===== src/rtl/risc_pkg.sv =====
// Shared RISC CPU encodings: opcodes, phase numbering and controller states.
package risc_pkg;

    localparam int unsigned OP_BASE_W = 3;
    localparam int unsigned PHASE_W   = 3;

    typedef logic [PHASE_W-1:0] phase_t;

    localparam logic [OP_BASE_W-1:0] OP_HLT = 3'd0;
    localparam logic [OP_BASE_W-1:0] OP_SKZ = 3'd1;
    localparam logic [OP_BASE_W-1:0] OP_ADD = 3'd2;
    localparam logic [OP_BASE_W-1:0] OP_AND = 3'd3;
    localparam logic [OP_BASE_W-1:0] OP_XOR = 3'd4;
    localparam logic [OP_BASE_W-1:0] OP_LDA = 3'd5;
    localparam logic [OP_BASE_W-1:0] OP_STO = 3'd6;
    localparam logic [OP_BASE_W-1:0] OP_JMP = 3'd7;

    localparam phase_t PH_ADDR   = 3'd0;
    localparam phase_t PH_FETCH  = 3'd1;
    localparam phase_t PH_IR_LO  = 3'd2;
    localparam phase_t PH_IR_HI  = 3'd3;
    localparam phase_t PH_DECODE = 3'd4;
    localparam phase_t PH_OP_RD  = 3'd5;
    localparam phase_t PH_EXEC   = 3'd6;
    localparam phase_t PH_WB     = 3'd7;

    typedef enum logic [1:0] {
        ST_RUN,
        ST_HALTED,
        ST_TRAP
    } state_t;

endpackage


===== src/rtl/risc_phase_ctr.sv =====
// 3-bit wrapping phase counter with hold and synchronous clear-to-zero.
module risc_phase_ctr
    import risc_pkg::*;
(
    input  logic   clk,
    input  logic   rst,
    input  logic   hold,
    input  logic   load,
    output phase_t phase
);

    // load wins over hold so a resume always lands on phase 0
    always_ff @(posedge clk or posedge rst) begin
        if (rst) begin
            phase <= PH_ADDR;
        end else if (load) begin
            phase <= PH_ADDR;
        end else if (!hold) begin
            phase <= phase + PHASE_W'(1);
        end
    end

endmodule


===== src/rtl/risc_seq_controller.sv =====
// RISC sequencing controller: run/halt/trap state, opcode decode and Moore strobe decode.
module risc_seq_controller
    import risc_pkg::*;
#(
    parameter int unsigned OPCODE_W = 3,
    parameter bit          WAIT_EN  = 1'b1
) (
    input  logic                clk,
    input  logic                rst,
    input  logic [OPCODE_W-1:0] opcode,
    input  logic                zero,
    input  logic                mem_rdy,
    input  logic                go,
    output logic                sel,
    output logic                rd,
    output logic                ld_ir,
    output logic                inc_pc,
    output logic                halt,
    output logic                ld_pc,
    output logic                data_e,
    output logic                ld_ac,
    output logic                wr,
    output logic                illegal,
    output logic [2:0]          phase
);

    // widened copy so codes >= 8 never alias onto the base opcodes
    localparam int unsigned EXT_W = OPCODE_W + 4;

    state_t           state;
    state_t           next_state;
    phase_t           ph;
    logic [EXT_W-1:0] op_x;
    logic             dec_h, dec_a, dec_z, dec_j, dec_s, dec_i;
    logic             rdy;
    logic             ctr_hold;
    logic             ctr_load;

    assign op_x  = EXT_W'(opcode);
    assign dec_h = (op_x == EXT_W'(OP_HLT));
    assign dec_a = (op_x == EXT_W'(OP_ADD)) || (op_x == EXT_W'(OP_AND)) ||
                   (op_x == EXT_W'(OP_XOR)) || (op_x == EXT_W'(OP_LDA));
    assign dec_z = (op_x == EXT_W'(OP_SKZ)) && zero;
    assign dec_j = (op_x == EXT_W'(OP_JMP));
    assign dec_s = (op_x == EXT_W'(OP_STO));
    assign dec_i = (op_x >= EXT_W'(8));
    assign rdy   = WAIT_EN ? mem_rdy : 1'b1;

    risc_phase_ctr u_phase_ctr (
        .clk   (clk),
        .rst   (rst),
        .hold  (ctr_hold),
        .load  (ctr_load),
        .phase (ph)
    );

    assign phase = ph;

    always_ff @(posedge clk or posedge rst) begin
        if (rst) begin
            state <= ST_RUN;
        end else begin
            state <= next_state;
        end
    end

    // next state, counter control and strobes
    always_comb begin
        next_state = state;
        ctr_hold   = 1'b0;
        ctr_load   = 1'b0;
        sel        = 1'b0;
        rd         = 1'b0;
        ld_ir      = 1'b0;
        inc_pc     = 1'b0;
        halt       = 1'b0;
        ld_pc      = 1'b0;
        data_e     = 1'b0;
        ld_ac      = 1'b0;
        wr         = 1'b0;
        illegal    = 1'b0;

        case (state)
            ST_RUN: begin
                case (ph)
                    PH_ADDR: begin
                        sel = 1'b1;
                    end
                    PH_FETCH: begin
                        sel = 1'b1;
                        rd  = 1'b1;
                    end
                    PH_IR_LO: begin
                        sel   = 1'b1;
                        rd    = 1'b1;
                        ld_ir = 1'b1;
                    end
                    PH_IR_HI: begin
                        sel      = 1'b1;
                        rd       = 1'b1;
                        ld_ir    = 1'b1;
                        ctr_hold = !rdy;
                    end
                    PH_DECODE: begin
                        inc_pc = 1'b1;
                        halt   = dec_h;
                        if (dec_h) begin
                            next_state = ST_HALTED;
                            ctr_hold   = 1'b1;
                        end else if (dec_i) begin
                            next_state = ST_TRAP;
                            ctr_hold   = 1'b1;
                        end
                    end
                    PH_OP_RD: begin
                        rd = dec_a;
                    end
                    PH_EXEC: begin
                        rd     = dec_a;
                        inc_pc = dec_z;
                        ld_pc  = dec_j;
                        data_e = dec_s;
                    end
                    default: begin
                        rd       = dec_a;
                        ld_pc    = dec_j;
                        data_e   = dec_s;
                        ld_ac    = dec_a;
                        wr       = dec_s;
                        ctr_hold = !rdy && (dec_a || dec_s);
                    end
                endcase
            end
            ST_HALTED, ST_TRAP: begin
                halt     = 1'b1;
                illegal  = (state == ST_TRAP);
                ctr_hold = 1'b1;
                if (go) begin
                    next_state = ST_RUN;
                    ctr_load   = 1'b1;
                end
            end
            default: begin
                next_state = ST_RUN;
                ctr_load   = 1'b1;
            end
        endcase
    end

endmodule


===== config.mk =====
export PLATFORM = sky130hd
export DESIGN_NAME = risc_seq_controller
export DESIGN_NICKNAME = d
export VERILOG_FILES = /design/src/rtl/risc_pkg.sv /design/src/rtl/risc_phase_ctr.sv /design/src/rtl/risc_seq_controller.sv
export SDC_FILE = /design/constraint.sdc
export NUM_CORES = 1
export LEC_CHECK = 0
export ABC_AREA = 1
export ABC_CLOCK_PERIOD_IN_PS = 2000
export CORE_ASPECT_RATIO = 1.25
export CORE_UTILIZATION = 32
export DETAILED_ROUTE_END_ITERATION = 12
export GPL_ROUTABILITY_DRIVEN = 1
export PLACE_DENSITY = 0.64
export SLEW_MARGIN = 20
export SYNTH_ARGS = -nofsm -noshare
export SYNTH_HDL_FRONTEND = slang
export SYNTH_SLANG_ARGS = --single-unit

===== constraint.sdc =====
create_clock -name clk -period 2 [get_ports clk]
set_input_delay 0.4 -clock clk [delete_from_list [all_inputs] [get_ports clk]]
set_output_delay 0.4 -clock clk [all_outputs]
set_load 0.1 [all_outputs]

==> impl_metrics.env <==
export IMPL_status="finished, violations left"
export IMPL_violations="setup timing"
export IMPL_maxCapViolCount=0
export IMPL_worstMarginPinSlew_ps=282
export IMPL_via_count=718
export IMPL_fin_setup_tns_ps=-884
export IMPL_synth_warning_count=0
export IMPL_ys_flop_type="dfrtp_1"
export IMPL_yosysTopAreaCell="dfrtp_1"
export IMPL_vias_per_cell=4.75
export IMPL_period_share=1.09
export IMPL_cts_hold_buf=0
export IMPL_ios=21
export IMPL_ys_ff_latch=5
export IMPL_worstSetupPathType="register to output pin"
export IMPL_grtUsageTotal=0.161
export IMPL_cts_clk_slew_worst_paths_ps=40
export IMPL_antenna_found_initial=0
export IMPL_area_growth_pct=102
export IMPL_cp_arrival_ps=1790
export IMPL_start_util=0.344
export IMPL_async_reset_ff_frac=1.00
export IMPL_yosysSeqAreaShare=0.206
export IMPL_finClkSkew_ps=1.15
export IMPL_slew_viol_final=0
export IMPL_drive_gt1_frac=0.447
export IMPL_first_iter_violations=13
export IMPL_synth_simple_area_share=0.409
export IMPL_gr_total_overflow=0
export IMPL_setup_violations=8
export IMPL_grt_max_degree=7
export IMPL_syn_area_um2=608
export IMPL_cts_tree="yes"
export IMPL_synth_compound_area_share=0.109
export IMPL_relSlewSlack=0.812
export IMPL_synth_top_family_by_area="simple AND/OR/NAND/NOR gates"
export IMPL_grt_pass1_wl_um=2350
export IMPL_port_buffers=20
export IMPL_fp_row_count=17
export IMPL_drt_first_pass_iters=4
export IMPL_dp_cells=144
export IMPL_synth_nets=108
export IMPL_synth_top_cell_area_share=0.206
export IMPL_avgSynthCellArea_um2=6.61
export IMPL_h_tree_depth=1
export IMPL_path_max_fanout=5
export IMPL_yosysMostFrequentCell="nand2_1"
export IMPL_clk_latency_ps=240
export IMPL_crit_path_end_kind="output pin"
export IMPL_gp_congestion=0.764
export IMPL_rsz0062_at_grt="true"
export IMPL_cts_sinks=5
export IMPL_grt_pass1_vias=617
export IMPL_crit_start="u_phase_ctr.phase[1]"
export IMPL_die_area_mm2=0.00208
export IMPL_min_path_type="input port to asynchronous set/reset pin"
export IMPL_totalWireLength_um=1470
export IMPL_max_freq_ghz=0.457
export IMPL_hpwl_um=1290
export IMPL_yosys_top_cells_area="dfrtp_1 21%, ha_1 16%, nand2_1 16%"
export IMPL_die_x_um=41.0
export IMPL_start_kind="register"
export IMPL_synth_edf_count=0
export IMPL_cts_buffers=3
export IMPL_hold_viol=0
export IMPL_fin_cells=151
export IMPL_insertedDiodeCount=0
export IMPL_synthCells=92
export IMPL_drc=0
export IMPL_post_synth_fa_ha_maj_area_fraction=0.165
export IMPL_wl_per_cell_um=9.73
export IMPL_cts_root_buf="clkbuf_4"
export IMPL_reg2reg_from="u_phase_ctr.phase[1]"
export IMPL_fin_crit_ps=2190
export IMPL_fin_nets=149
export IMPL_synth_distinct_cells=18
export IMPL_core_mm2=0.00177
export IMPL_ant_nets=0
export IMPL_die_y_um=50.7
export IMPL_max_clock_path_buffers=2
export IMPL_synth_mux_area_frac=0
export IMPL_worstPathRequired_ps=1600
export IMPL_fin_ws_ps=-189
export IMPL_synthTopCellsByCount="26 x nand2_1, 15 x inv_1, 10 x nor2_1"
export IMPL_synth_xor_area_share=0
[sequential cells by signal, indices dropped and copies added (netlist names)]
register,flops
u_phase_ctr.phase,3
state,2
[metal layers]
layer  wire [µm]  track usage
met5           0            0
met4          29       0.0833
met2         805        0.302
met1         581        0.164
met3          53            0
[worst paths after layout]
path	endpoint	slack, ps	depth (start not counted)
min in group clk	state[1]	520	2
min reg2reg	state[1]	520	2
min	u_phase_ctr.phase[2]	350	2
max reg2reg	u_phase_ctr.phase[0]	310	10
max in group asynchronous	u_phase_ctr.phase[1]	1460	2
max	data_e	-190	7
[stage by stage]
step | utilization | instance area [µm²] | hold slack (ps) | worst slack [ps]
floorplan | - | 726 | 179 | -790
global placement | 0.667 | 1180 | 513 | -25.7
detailed placement | 0.667 | 1180 | 520 | -45.2
CTS | 0.697 | 1230 | 354 | -196
global route | 0.697 | 1230 | 391 | -244
finish | 0.697 | 1230 | 354 | -189
[worst max-delay path, stage by stage, from the launching register on]
cell and delay [ps]:
dfrtp_4 510, ha_4 180, ha_4 160, a21oi_4 120
nand2_2 100, buf_6 130, nor3_4 140, buf_12 200
[repair_timing]
item / CTS / global route
pin swaps: 2 / 0
resized for setup: 2 / 0
buffers inserted: 3 / 0
setup endpoints to repair: 9 / 9
[cells by family after synthesis]
logic type,Yosys count
and+or+nand+nor,51
AOI/OAI and AO/OA,10
buffers and inverters,18
DFF,5
adders and majority gates,8
[cell usage in the layout, fill, tap and decap left out, types with 2 or more instances in the layout]
cell type        instances
clkbuf_4                 3
inv_1                   14
o21ai_0                  2
nor2_1                   7
buf_4                   15
dfrtp_1                  2
ha_4                     2
nand4_1                  5
clkdlybuf4s50_1          7
nand3_1                  3
a21oi_4                  3
buf_12                  13
nand3_2                  3
nor2_4                   2
ha_1                     5
nand2_1                 25
nor2_2                   2
dfrtp_4                  3
inv_2                    4
[area by class of cell]
cell class	count	area, µm²
Timing Repair Buffer	36	454
Clock buffer	4	26.3
Fill cell	143	536
Tap cell	19	23.8
Inverter	18	67.6
Multi-Input combinational cell	69	522
Sequential cell	5	136
Power is left out: the tool's default activity adds up to more than one toggle a clock period on the data nets, which glitch-free logic cannot reach.
